===== src/rtl/alu_pkg.sv =====
// alu_pkg: shared definitions for the 8-bit ALU and its downstream stages.
//   ALU_DW    - ALU result width (16 bits: widest result is an 8x8 product)
//   ALU_OPW   - ALU operand width
//   alu_fn_e  - ALU function opcode
//   alu_res_t - ALU result word, used as the storage type of the result FIFO
package alu_pkg;

  localparam int ALU_DW  = 16;
  localparam int ALU_OPW = 8;

  typedef enum logic [3:0] {
    FN_ADD = 4'd0,
    FN_SUB = 4'd1,
    FN_MUL = 4'd2,
    FN_AND = 4'd3,
    FN_OR  = 4'd4,
    FN_XOR = 4'd5,
    FN_NOT = 4'd6,
    FN_SHL = 4'd7,
    FN_SHR = 4'd8
  } alu_fn_e;

  typedef logic [ALU_DW-1:0] alu_res_t;

endpackage


===== src/rtl/fifo_ptr.sv =====
// fifo_ptr: read/write pointer and occupancy flags for a DEPTH-entry FIFO.
// Pointers carry one extra MSB so that full (equal address, differing MSB)
// and empty (identical pointers) are distinguishable; both wrap mod 2*DEPTH.
// Ports:
//   clk, rst (sync, active-low)
//   push, pop       - qualified push/pop strobes (caller guarantees legality)
//   wr_ptr, rd_ptr  - current pointers (PW bits)
//   count           - occupancy, wr_ptr - rd_ptr
//   full, empty     - count == DEPTH / count == 0
module fifo_ptr #(
  parameter int DEPTH = 8,
  parameter int PW    = $clog2(DEPTH) + 1
) (
  input  logic          clk,
  input  logic          rst,
  input  logic          push,
  input  logic          pop,
  output logic [PW-1:0] wr_ptr,
  output logic [PW-1:0] rd_ptr,
  output logic [PW-1:0] count,
  output logic          full,
  output logic          empty
);

  logic [PW-1:0] wr_ptr_d, wr_ptr_q;
  logic [PW-1:0] rd_ptr_d, rd_ptr_q;

  always_comb begin
    wr_ptr_d = wr_ptr_q;
    rd_ptr_d = rd_ptr_q;
    if (push) wr_ptr_d = wr_ptr_q + PW'(1);
    if (pop)  rd_ptr_d = rd_ptr_q + PW'(1);
  end

  always_ff @(posedge clk) begin
    if (!rst) begin
      wr_ptr_q <= '0;
      rd_ptr_q <= '0;
    end else begin
      wr_ptr_q <= wr_ptr_d;
      rd_ptr_q <= rd_ptr_d;
    end
  end

  // Modular subtraction gives the occupancy directly, including across wrap.
  assign count  = wr_ptr_q - rd_ptr_q;
  assign full   = (count == PW'(DEPTH));
  assign empty  = (count == '0);
  assign wr_ptr = wr_ptr_q;
  assign rd_ptr = rd_ptr_q;

endmodule


===== src/rtl/alu_result_fifo.sv =====
// alu_result_fifo: first-word-fall-through buffer for ALU results.
// The ALU cannot be stalled, so a result arriving while the FIFO is full
// (and nothing leaves that cycle) is dropped, flagged and counted.
// Ports:
//   clk, rst (sync, active-low)
//   in_result, in_valid        - ALU result and its strobe
//   out_data, out_valid,
//   out_ready                  - consumer ready/valid handshake on the head
//   count, full, empty         - occupancy status
//   overflow, drop_cnt, clr_ovf- sticky drop flag, saturating drop counter, clear
//   peak (ALU_RESULT_PEAK_EN)  - largest unsigned result ever accepted
// Optional feature macro: ALU_RESULT_PEAK_EN
module alu_result_fifo
  import alu_pkg::*;
#(
  parameter int DEPTH = 8,
  parameter int DW    = ALU_DW,
  parameter int CW    = 8
) (
  input  logic                     clk,
  input  logic                     rst,
  input  logic [DW-1:0]            in_result,
  input  logic                     in_valid,
  output logic [DW-1:0]            out_data,
  output logic                     out_valid,
  input  logic                     out_ready,
  output logic [$clog2(DEPTH):0]   count,
  output logic                     full,
  output logic                     empty,
  output logic                     overflow,
  output logic [CW-1:0]            drop_cnt,
`ifdef ALU_RESULT_PEAK_EN
  output logic [DW-1:0]            peak,
`endif
  input  logic                     clr_ovf
);

  localparam int AW = $clog2(DEPTH);
  localparam int PW = AW + 1;

  function automatic logic [CW-1:0] sat_inc(input logic [CW-1:0] v);
    return (&v) ? v : v + CW'(1);
  endfunction

  logic [PW-1:0] wr_ptr, rd_ptr;
  logic          push, pop, drop;

  // A pop is only real when there is a head; a push into a full FIFO is
  // legal only when the head leaves in the same cycle.
  assign pop  = !empty && out_ready;
  assign push = in_valid && (!full || pop);
  assign drop = in_valid && full && !pop;

  fifo_ptr #(
    .DEPTH (DEPTH),
    .PW    (PW)
  ) u_ptr (
    .clk    (clk),
    .rst    (rst),
    .push   (push),
    .pop    (pop),
    .wr_ptr (wr_ptr),
    .rd_ptr (rd_ptr),
    .count  (count),
    .full   (full),
    .empty  (empty)
  );

  // Storage holds data only; contents after reset are don't-care.
  alu_res_t mem_q [DEPTH];

  always_ff @(posedge clk) begin
    if (push) mem_q[wr_ptr[AW-1:0]] <= in_result;
  end

  assign out_valid = !empty;
  assign out_data  = empty ? '0 : mem_q[rd_ptr[AW-1:0]];

  logic          overflow_d, overflow_q;
  logic [CW-1:0] drop_cnt_d, drop_cnt_q;

  // A drop in the same cycle as clr_ovf wins: the clear happens first and
  // the new drop is recorded on top of it.
  always_comb begin
    overflow_d = overflow_q;
    drop_cnt_d = drop_cnt_q;
    if (clr_ovf) begin
      overflow_d = 1'b0;
      drop_cnt_d = '0;
    end
    if (drop) begin
      overflow_d = 1'b1;
      drop_cnt_d = sat_inc(drop_cnt_d);
    end
  end

  always_ff @(posedge clk) begin
    if (!rst) begin
      overflow_q <= 1'b0;
      drop_cnt_q <= '0;
    end else begin
      overflow_q <= overflow_d;
      drop_cnt_q <= drop_cnt_d;
    end
  end

  assign overflow = overflow_q;
  assign drop_cnt = drop_cnt_q;

`ifdef ALU_RESULT_PEAK_EN
  function automatic logic [DW-1:0] max_u(input logic [DW-1:0] a, input logic [DW-1:0] b);
    return (a > b) ? a : b;
  endfunction

  logic [DW-1:0] peak_d, peak_q;

  // Only accepted results count; an accepted push in a clearing cycle
  // seeds the new peak.
  always_comb begin
    peak_d = clr_ovf ? '0 : peak_q;
    if (push) peak_d = max_u(peak_d, in_result);
  end

  always_ff @(posedge clk) begin
    if (!rst) peak_q <= '0;
    else      peak_q <= peak_d;
  end

  assign peak = peak_q;
`endif

endmodule


===== config.mk =====
export PLATFORM = sky130hd
export DESIGN_NAME = alu_result_fifo
export DESIGN_NICKNAME = d
export VERILOG_FILES = /design/src/rtl/alu_pkg.sv /design/src/rtl/fifo_ptr.sv /design/src/rtl/alu_result_fifo.sv
export SDC_FILE = /design/constraint.sdc
export NUM_CORES = 1
export LEC_CHECK = 0
export CORE_ASPECT_RATIO = 1.5
export CORE_MARGIN = 2
export CORE_UTILIZATION = 49
export CTS_BUF_LIST = sky130_fd_sc_hd__clkbuf_4 sky130_fd_sc_hd__clkbuf_8
export CTS_CLUSTER_DIAMETER = 60
export CTS_CLUSTER_SIZE = 16
export DETAILED_ROUTE_END_ITERATION = 7
export GPL_ROUTABILITY_DRIVEN = 0
export PLACE_DENSITY = 0.82
export REMOVE_ABC_BUFFERS = 1
export SYNTH_ARGS = -nofsm -noshare
export SYNTH_HDL_FRONTEND = slang
export SYNTH_HIERARCHICAL = 1
export SYNTH_SLANG_ARGS = --single-unit

===== constraint.sdc =====
create_clock -name clk -period 5.05 [get_ports clk]
set_clock_uncertainty 0.15 [all_clocks]
set_input_delay 1.2625 -clock clk [delete_from_list [all_inputs] [get_ports clk]]
set_output_delay 1.2625 -clock clk [all_outputs]
set_load 0.03 [all_outputs]

==> key figures, run 1 <==
Layout
  – Final net count: 402
  – Fin cells: between 500 and 600
  – Area grow syn2layout: 18.61%
  – Proportion of layout cells with a drive suffix above 1: 20.16%
  – Antenna fix cells: 0
  – Fin util: 59.70%
  – Post-route cell area: 6920 µm²

Power and ir drop
  – Pwr/cell area: around 560 nW/µm²
  – Peak supply drop: 0.0008652 V
  – Pwr Total: 3.864 mW
  – Leakage power: 2.346 nW

Synth
  – Post-Syn Instances: 302
  – Top-count cell post-synth: edfxtp_1
  – Post-synthesis register bit count: between 100 and 150
  – Area share of the largest cell type after synthesis: 65.88%
  – Sequential area share after synthesis: 71.71%
  – YS warnings: 6
  – Post-synth top area cell: edfxtp_1
  – Asr flop ratio synth: 0%
  – Largest cells by area after synthesis: edfxtp_1, mux4_1, mux4_2
  – Cell variety after synth: 39
  – Synth cell count leaders: edfxtp_1, dfxtp_1, mux4_2
  – Ys flop type: edfxtp_1
  – Synth Cell Area: just under 6000 µm²
  – Mean Syn Cell Area: ~19 µm²
  – Number of synthesized flops with an enable pin: 128

Timing
  – Setup ws final: 0.5891 ns
  – Endpoints failing hold: 0
  – Setup violators final: 0
  – Final Max Slew Viols: 0
  – Fin Setup TNS: 0 ns
  – Fmax: 0.2242 GHz
  – Slew Limit Headroom: 50.35%
  – Fin crit share: 88.33%
  – RSZ-0062 raised after global routing: false
  – Final min period: 4.461 ns
  – Hold WS: 0.3564 ns
  – Worst Tran Pin Value: about 0.74 ns

GRT
  – Vias in the first global route: around 3.2k
  – GRT Total Usage: 17.55%
  – Largest net degree at the start of global routing: 36
  – Overflow after GRT: 0
  – Initial antenna violation count: 0
  – First-pass GRT wire length: 16370 µm

Die
  – Initial core utilization: just over 50%
  – Rows: 48
  – DIE AREA: 12810 µm²
  – Die span in y: ~140 µm
  – Num ports: 53
  – Core area: roughly 12000 µm²
  – Die X: slightly above 90 µm

Placed design
  – PortBufs: 52
  – Hpwl dp: 6358 µm
  – Pre-CTS WS: 1.024 ns
  – Placed Cells incl. Taps: roughly 500
  – Placed cell area: 6566 µm²

Critical path
  – Crit. End Element: primary output
  – Critical Path Source Type: register
  – Critical Path RT: roughly 3.6 ns
  – WP data arrival: between 3 and 4 ns
  – Crit Path Max Fanout: 16
  – CP Class: reg -> out

Detailed routing
  – Vias: 3020
  – Pre-Repair DR Iteration Count: 4
  – Vias per inst: 5.624
  – DR iter-0 viols: 182
  – WL/cell: 19.61 µm
  – Post-DRT Antenna Nets: 0
  – DRC viols: 0
  – Final Routed Wirelength: 10530 µm

CTS
  – CTS Hold Bufs: 0
  – # clock sinks: 145
  – Clock Path Buffers: 2
  – Worst skew pair latency: 0.42 ns
  – H-tree Lvls: 4
  – CTS tree: done
  – Post-cts resize count: 0
  – Setup bufs post-CTS: 0
  – Clk pin slew, worst setup/hold paths: 0.07 ns
  – CTS buffer count: 17
  – Clock Tree Root: clkbuf_8

Hold path
  – HP Class: reg -> reg

Job
  – Max-Cap Viols: 0

Run status
  – Outcome: finished clean
[power by group]
part	internal [mW]	switching [mW]
registers	1.41	0.0345
logic	0.713	0.899
clock network	0.392	0.415
[logic make-up (layout without fill, tap and decap cells)]
| logic type | count (synthesis) | in the layout | share of synthesized area, % |
|---|---|---|---|
| AO/OA/AOI/OAI | 35 | 35 | 4.547 |
| AND/OR/NAND/NOR | 55 | 55 | 5.276 |
| flip-flops | 145 | 145 | 71.71 |
| XOR/XNOR | 8 | 8 | 1.201 |
| multiplexers | 35 | 35 | 13.83 |
| adder cells (fa/ha/maj) | 6 | 6 | 1.415 |
| buffers and inverters | 18 | 103 | 2.016 |
[cells in the final DEF (no fill, tap or decap), types with 2 or more instances in the layout]
cell type,n
edfxtp_1,128
clkdlybuf4s50_1,36
buf_4,24
mux4_2,17
clkbuf_8,17
a22o_1,16
dfxtp_1,16
mux4_1,15
nor2_1,8
and2_1,8
inv_1,7
nor2b_1,7
nand2_1,7
a21oi_1,6
nand2b_1,5
ha_1,5
nor3_1,4
clkinv_2,4
inv_6,4
buf_12,4
xor2_1,4
xnor2_1,4
nand4_1,3
o21ai_0,3
and3_1,3
nand3b_1,3
mux2i_1,3
o21a_1,3
nor3_2,2
and4b_1,2
nand3_1,2
clkinvlp_4,2
clkinv_1,2
[state kept, by name, summed over array words and instances (netlist names)]
signal / count
mem_q: 128
u_ptr/wr_ptr: 4
drop_cnt: 8
u_ptr/rd_ptr: 4
overflow: 1
[final cells by class]
cell class	count	area, µm²
clock buffer	18	241.5
fill	827	4671
tap	150	187.7
multi-input combinational	139	1543
inverter	8	30.03
clock inverter	13	112.6
sequential	145	4185
timing repair buffer	64	620.6
[worst paths after layout]
| check | startpoint | endpoint | slack (ns) | cells after the start |
|---|---|---|---|---|
| worst max-delay path | u_ptr/wr_ptr[0]$_SDFFE_PN0P_ | out_data[15] | 0.59 | 10 |
| worst max register to register | u_ptr/wr_ptr[0]$_SDFFE_PN0P_ | mem_q[1][11]$_DFFE_PP_ | 1.17 | 12 |
| worst min register to register | drop_cnt[2]$_SDFF_PN0_ | drop_cnt[2]$_SDFF_PN0_ | 0.36 | 1 |
| worst min-delay path | drop_cnt[2]$_SDFF_PN0_ | drop_cnt[2]$_SDFF_PN0_ | 0.36 | 1 |
[per-layer routing]
layer,vias to the layer above,routed length (µm),GRT usage [%]
li1,1390,-,-
met1,1506,4172,20.44
met2,103,5661,31.04
met3,21,478,4.212
met4,0,217,7.353
met5,-,0,0
[worst max-delay path, cell delays in order, from the launching register on]
cell     delay, ns
dfxtp_1       0.42
inv_1         0.07
ha_1          0.21
inv_1         0.07
fa_1          0.43
or3_1         0.37
o21ba_1       0.34
nor2b_1       0.07
buf_4         0.22
a22o_1        0.28
buf_12        0.15
Power figures use the tool's default switching activity.
==> inputs of run 2 (changes only) <==
Settings changed: HOLD_SLACK_MARGIN set to 0.12.
==> results of run 2 <==
Final layout, timing and power as in run 1 (identical DEF).
